<file path="src/rtl/mux_if_4to1.sv">
// rtl/mux_if_4to1.sv - 4-to-1 mux with a registered output; optional o_par when MUX_IF_PARITY_EN is defined
module mux_if_4to1 #(
    parameter int width  = 4,
    parameter int swidth = 2
) (
    input  logic              clk,
    input  logic              rst,
    input  logic [width-1:0]  i0,
    input  logic [width-1:0]  i1,
    input  logic [width-1:0]  i2,
    input  logic [width-1:0]  i3,
    input  logic [swidth-1:0] sel,
`ifdef MUX_IF_PARITY_EN
    output logic              o_par,
`endif
    output logic [width-1:0]  o
);

    generate
        if (swidth != 2) begin : g_bad_swidth
            $error("mux_if_4to1: swidth must be 2");
        end
        if (width < 1 || width > 64) begin : g_bad_width
            $error("mux_if_4to1: width must be in 1..64");
        end
    endgenerate

    logic [width-1:0] o_d;
    logic [width-1:0] o_q;

    // An unknown select falls through to the final else and steers i3.
    always_comb begin
        if (sel == 2'd0) begin
            o_d = i0;
        end else if (sel == 2'd1) begin
            o_d = i1;
        end else if (sel == 2'd2) begin
            o_d = i2;
        end else begin
            o_d = i3;
        end
    end

    always_ff @(posedge clk) begin
        if (rst) begin
            o_q <= '0;
        end else begin
            o_q <= o_d;
        end
    end

    assign o = o_q;

`ifdef MUX_IF_PARITY_EN
    logic par_q;

    // Parity is taken from the next value so it stays aligned with o.
    always_ff @(posedge clk) begin
        if (rst) begin
            par_q <= 1'b0;
        end else begin
            par_q <= ^o_d;
        end
    end

    assign o_par = par_q;
`endif

endmodule

</file>
<file path="config.mk">
export PLATFORM = sky130hd
export DESIGN_NAME = mux_if_4to1
export DESIGN_NICKNAME = d
export VERILOG_FILES = /design/src/rtl/mux_if_4to1.sv
export SDC_FILE = /design/constraint.sdc
export NUM_CORES = 1
export LEC_CHECK = 0
export CAP_MARGIN = 20
export CORE_AREA = 2 2 39 41
export CTS_CLUSTER_SIZE = 30
export DETAILED_ROUTE_END_ITERATION = 10
export DIE_AREA = 0 0 41 43
export PLACE_DENSITY = 0.47
export SYNTH_ARGS = -nofsm -noshare
export SYNTH_HDL_FRONTEND = slang
export SYNTH_SLANG_ARGS = --single-unit
</file>
<file path="constraint.sdc">
create_clock -name clk -period 2.5 [get_ports clk]
set_input_delay 0.375 -clock clk [delete_from_list [all_inputs] [get_ports clk]]
set_output_delay 0.375 -clock clk [all_outputs]
set_load 0.05 [all_outputs]
</file>
---- Word-level counts from Yosys, hierarchy flattened ----
Index checks and enable logic that the tools add are counted.
Widths: inputs -> output; s select.
operators by class
  eq/ne operators ......................... 2
  reduce and logical (&&, ||, !) cells .... 1
  mux-type cells .......................... 3
operators with widths
  kind                number
  $mux 4              3
  $eq 2x1->1 const B  1
  $eq 2x2->1 const B  1
  $logic_not 2->1     1
word-level totals
  bits of input ports ..................... 20
  output and inout bits ................... 4
  flip-flop bits (word level) ............. 4

---- Longest topological paths before layout ----
Gate-level depths: netlist (run 1).
  depth after elaboration ................. 4
  depth in mapped cells ................... 2

---- Least setup slack after synthesis (run 1) ----
Ideal clock, no wire load.
  path kind ............................... input-to-reg
  start ................................... input sel[0]
  end ..................................... register o_q[0] (netlist: o[0])
  cell stages on the path ................. 2
  setup slack ............................. 1.381 ns
  path buffers ............................ 0
  arrival ................................. 1.005 ns
  cell sequence ........................... mux4_1 -> nor2b_1
on the way
  cells in the longest elaborated chain, start to end .. 4
ends and longest elaborated chain
  element               line  RTL
  start, declared       12    input logic [swidth-1:0] sel,
  $eq 2x2->1            37    end else if (sel == 2'd2) begin
  $mux 4                37
  $mux 4                35    end else if (sel == 2'd1) begin
  $mux 4 *              33    if (sel == 2'd0) begin
  end signal, assigned  46    o_q <= '0;
  end signal, assigned  48    o_q <= o_d;
  end, declared         29    logic [width-1:0] o_q;
Every way passes the cells marked *; elsewhere a longest branch is shown, timed or not.
A chain may end at the register's enable or synchronous reset.

---- Final worst setup path (run 1) ----
  start ................................... register o_q[3] (netlist: o[3])
  end ..................................... output o[3]
RTL lines
  element        line  RTL
  end, declared  16    output logic [width-1:0] o
No word-level cell between the ends.

==> results.md, run 1 <==
* Outcome: completed
* Hold Buf Count CTS at 0
* PwrDens at roughly 470 nW/µm²
* Area share of the largest cell type after synthesis at 39.5%
* Hold depth at 2
* Hold_sp: rst
* Setup crit start: o[3]
* Post-synth EDFFs at 0
* Initial core utilization at 14.6%
* Leak at 0.179 nW
* Largest register FFs at 4
* DRT Wirelength at ~560 µm
* Pre-CTS setup slack at 0.678 ns
* Area leader, netlist: dfxtp_1
* Layout area overhead at 135%
* TritonCTS clock tree: done
* Min Clock Period, post-route at 1.70 ns
* Initial antenna violation count at 0
* Clock tree buffer depth at 2
* Ant. Diodes at 0
* Syn_nets at 32
* Max-slew headroom at roughly two thirds
* Num rows at 14
* Routed via count at 224
* IO Pins at 24
* Area occupied by multi-input gates at around 120 µm²
* Clk root buf: clkbuf_4
* Antenna Nets Post-Route at 0
* Max-Cap Viols at 0
* CTS Sinks at 4
* Die area at 1760 µm²
* First-pass GRT wire length at 841 µm
* Gp weighted congestion at 0.631
* Ys flop type: dfxtp_1
* Final WS setup at 0.796 ns
* # setup viols final at 0
* Yosys warning count at 0
* Hold endpoint: o[2]
* RSZ-0062 raised after global routing: no
* Setup TNS at 0 ns
* GRT Util Overall at 7.90%
* Startpoint Class: register
* Grt ovf at 0
* DR pass1 iterations at 1
* Seq cells post-synth at 4
* H-tree depth at 1
* Post-cts resize count at 0
* Slew of the pin with the lowest slew margin at 0.496 ns
* Worst-path fanout max at 1
* Cell family with most CP delay: buffers and inverters
* Cells after Synth at 12
* Sequential-to-total area share from yosys stat at 39.5%
* Required time worst endpoint at 2.12 ns
* Initial DRC count at 0
* Post-CTS Setup Bufs at 0
* Arrival time at the worst endpoint at 1.33 ns
* Vias in the first global route at 239
* Num CTS Buffers at 3
* Critical Path Sink Type: output port
* Most frequent cells after synthesis: dfxtp_1 (4), nor2b_1 (4), mux4_1 (2), mux4_2 (2)
* Syn avg cell area at 16.9 µm²
* Sequential cell area at 80.1 µm²
* Critical path class: reg2out
* Vias per Instance at a little over 4
* Routed len/inst at 10.3 µm
* Number of distinct library cells after synthesis at 4
* PortBufs at 23
* Clock Pin Slew Worst Setup and Hold Paths at 0.04 ns
* Synth top area cells: dfxtp_1 (40%), mux4_1 (26%), mux4_2 (22%)
* Final period utilization at 68.1%
* Placed Cells at 51
* Fill count at 139
* CP bufs+invs at 1
* Crit-path cells: clkdlybuf4s50_1
* Final cell count without fillers at 54
* Largest net degree at the start of global routing at 5
* Layout Nets at 60
* FMAX at 587 MHz
* Syn Std Cell Area at 203 µm²
* DRC at 0
* Die H at 43 µm
* Crit-path slowest cell: clkdlybuf4s50_1
* Peak supply drop at between 0.0001 and 0.00015 V
* CP max stage delay at 0.79 ns
* Final hold vios at 0
* Slew Limit Fails at 0
* Core area at 1380 µm²
* Die width at 41 µm
* Async set or reset register ratio after synthesis at 0%
* Layout cells sized above 1 at 13.2%
* Worst hold path class: in2reg
-- cell usage in the layout (no fill, tap or decap) --
cell type | Yosys | routed
clkbuf_4 | 0 | 3
clkdlybuf4s50_1 | 0 | 23
dfxtp_1 | 4 | 4
mux4_1 | 2 | 2
mux4_2 | 2 | 2
nor2b_1 | 4 | 4
-- logic make-up after synthesis --
logic type | after synthesis | share of synthesized area (%)
simple gates | 4 | 12.3
mux | 4 | 48.1
flops | 4 | 39.5
-- worst max path at each step --
stage / endpoint / slack (ns) / cells past startpoint
after CTS: o[3] / 0.78 / 1
final: o[3] / 0.80 / 1
after global placement: o[0] / 0.71 / 3
after global routing: o[3] / 0.75 / 1
after detailed placement: o[2] / 0.68 / 3
after floorplan: o[0] / 1.38 / 2
-- metal layers --
layer / global-route usage [%] / share of wire, %
met1: 7.62 / 34
met2: 11.3 / 45
met3: 2.09 / 19
met4: 10.0 / 2.5
met5: 0 / 0
-- layout make-up --
cell class	instances	area share (%)
sequential	4	16.8
multi-input combinational	8	25.8
clock buffer	3	4.74
tap	16	4.21
timing repair buffer	23	48.4
-- per-stage QoR --
stage / utilization (%) / hold WS, ns / power, mW / area (µm²)
4_1_cts: 34.4 / 0.763 / 0.230 / 475
3_5_place_dp: 32.7 / 1.00 / 0.147 / 453
6_report: 34.4 / 0.760 / 0.224 / 475
5_1_grt: 34.4 / 0.777 / 0.234 / 475
2_1_floorplan: - / 0.447 / 0.104 / 203
3_3_place_gp: 32.7 / 1.01 / 0.146 / 453
-- report_power, final --
part           internal [mW]  switching (mW)
logic                 0.0460          0.0282
registers             0.0694         0.00135
clock network         0.0536          0.0251
total                  0.169          0.0547
Power figures use the tool's default switching activity.
==> inputs of run 2 (changes only) <==
--- a/config.mk
+++ b/config.mk
@@ -10,7 +10,7 @@
 export CTS_CLUSTER_SIZE = 30
 export DETAILED_ROUTE_END_ITERATION = 10
 export DIE_AREA = 0 0 41 43
-export PLACE_DENSITY = 0.47
+export PLACE_DENSITY = 0.49
 export SYNTH_ARGS = -nofsm -noshare
 export SYNTH_HDL_FRONTEND = slang
 export SYNTH_SLANG_ARGS = --single-unit
==> constraint.sdc (replaced) <==
create_clock -name clk -period 1.4 [get_ports clk]
set_input_delay 0.21 -clock clk [delete_from_list [all_inputs] [get_ports clk]]
set_output_delay 0.21 -clock clk [all_outputs]
set_load 0.05 [all_outputs]
==> results.md, run 2 (synthesis gave the netlist of run 1 again) <==
* Grt ovf at 0
* Min Clock Period, post-route at about 1.1 ns
* Slew of the pin with the lowest slew margin at 0.223 ns
* Worst-path fanout max at 4
* Final WS setup at ~0.27 ns
* Clock tree buffer depth at 2
* Fill count at around 140
* Routed len/inst at 10.9 µm
* Initial core utilization at ~15%
* PwrDens at slightly above 800 nW/µm²
* Startpoint Class: input port
* Most common cell after layout, fill and taps aside: clkdlybuf4s50_1
* Hold Buf Count CTS at 0
* Largest net degree at the start of global routing at 5
* First-pass GRT wire length at 917 µm
* Core area at roughly 1400 µm²
* Layout Nets at 60
* PortBufs at 23
* Final hold vios at 0
* Routed via count at 223
* Max-Cap Viols at 0
* TritonCTS clock tree: done
* CP max stage delay at about 0.58 ns
* H-tree depth at 1
* CTS Sinks at 4
* # setup viols final at 0
* Critical Path Sink Type: register
* FMAX at 886 MHz
* Final period utilization at between 80% and 90%
* Setup TNS at 0 ns
* Arrival time at the worst endpoint at around 1.3 ns
* Ant. Diodes at 0
* Die width at 41 µm
* Placed Area at 493 µm²
* Design area at 514 µm²
* Total power at 422 µW
* IO Pins at 24
* Worst hold path class: in2reg
* Gp weighted congestion at 0.549
* Layout cells sized above 1 at 23.7%
* Leak at 0.200 nW
* Layout area overhead at 154%
* Required time worst endpoint at 1.52 ns
* Initial DRC count at 3
* Pre-CTS setup slack at -0.248 ns
* Slew Limit Fails at 0
* Max-slew headroom at a little under nine tenths
* Clock Pin Slew Worst Setup and Hold Paths at 0.04 ns
* Antenna Nets Post-Route at 0
* Die area at 1760 µm²
* Crit-path slowest cell: mux4_1
* Hold endpoint: o[1]
* Largest register FFs at 4
* Peak supply drop at 0.000238 V
* RSZ-0062 raised after global routing: no
* Most frequent cells in the layout: clkdlybuf4s50_1 (18), nor2b_1 (4), dfxtp_1 (4), buf_12 (4), clkbuf_4 (3)
* Num rows at 14
* GRT Util Overall at 8.18%
* Clk root buf: clkbuf_4
* Outcome: completed
* Initial antenna violation count at 0
* DR pass1 iterations at 2
* Hold depth at 2
* Num CTS Buffers at 3
* Crit-path cells: dlygate4sd2_1, mux4_1, nor2b_1
* Hold_sp: rst
* Vias per Instance at 4.13
* DRT Wirelength at 589 µm
* Critical path class: in2reg
* DRC at 0
* Die H at 43 µm
* Vias in the first global route at 245
## run 2: changes by cell type in the layout (fill, tap and decap cells not counted)
| cell | delta |
|---|---|
| buf_12 | +4 |
| clkdlybuf4s50_1 | -5 |
| dlygate4sd2_1 | +1 |
## run 2: routing by layer
| metal | vias up | share of wire (%) | GRT usage (%) |
|---|---|---|---|
| met5 | - | 0 | 0 |
| met1 | 97 | 39 | 8.85 |
| li1 | 102 | - | - |
| met4 | 0 | 0 | 8.00 |
| met3 | 0 | 18 | 2.09 |
| met2 | 24 | 43 | 11.9 |
## run 2: how the worst max path moves through the flow
stage / from / endpoint / slack (ns) / cells past startpoint
2_1_floorplan: sel[0] / o[0] / 0.45 / 2
3_3_place_gp: sel[0] / o[0] / -0.22 / 3
3_5_place_dp: sel[0] / o[2] / -0.25 / 3
4_1_cts: sel[0] / o[0] / 0.26 / 3
5_1_grt: sel[0] / o[0] / 0.20 / 3
6_report: sel[0] / o[0] / 0.27 / 3
## run 2: layout make-up
cell class	count	area, µm²	area share [%]
Timing Repair Buffer	23	269	52.3
Clock buffer	3	22.5	4.38
Tap cell	16	20.0	3.89
Sequential cell	4	80.1	15.6
Multi-Input combinational cell	8	123	23.8
## run 2: critical path: cells and delay by family
family | cells | cell delay [ns]
muxes | 1 | 0.58
and+or+nand+nor | 1 | 0.14
buffers and inverters | 1 | 0.32
## run 2: through the flow
step,utilization (%),hold WS [ns],instances
2_1_floorplan,-,0.282,12
3_3_place_gp,35.6,0.658,51
3_5_place_dp,35.6,0.659,51
4_1_cts,37.2,0.619,54
5_1_grt,37.2,0.645,54
6_report,37.2,0.618,54
## run 2: where the power goes
| part | switching [mW] | internal [mW] | total [mW] |
|---|---|---|---|
| clock | 0.0428 | 0.0956 | 0.138 |
| combinational | 0.0519 | 0.100 | 0.152 |
| sequential | 0.00709 | 0.124 | 0.131 |
## run 2: timing repair
action / 4_1_cts / 5_1_grt
resized for setup: 1 / 0
setup endpoints to repair: 2 / 0
buffers inserted: 0 / 0
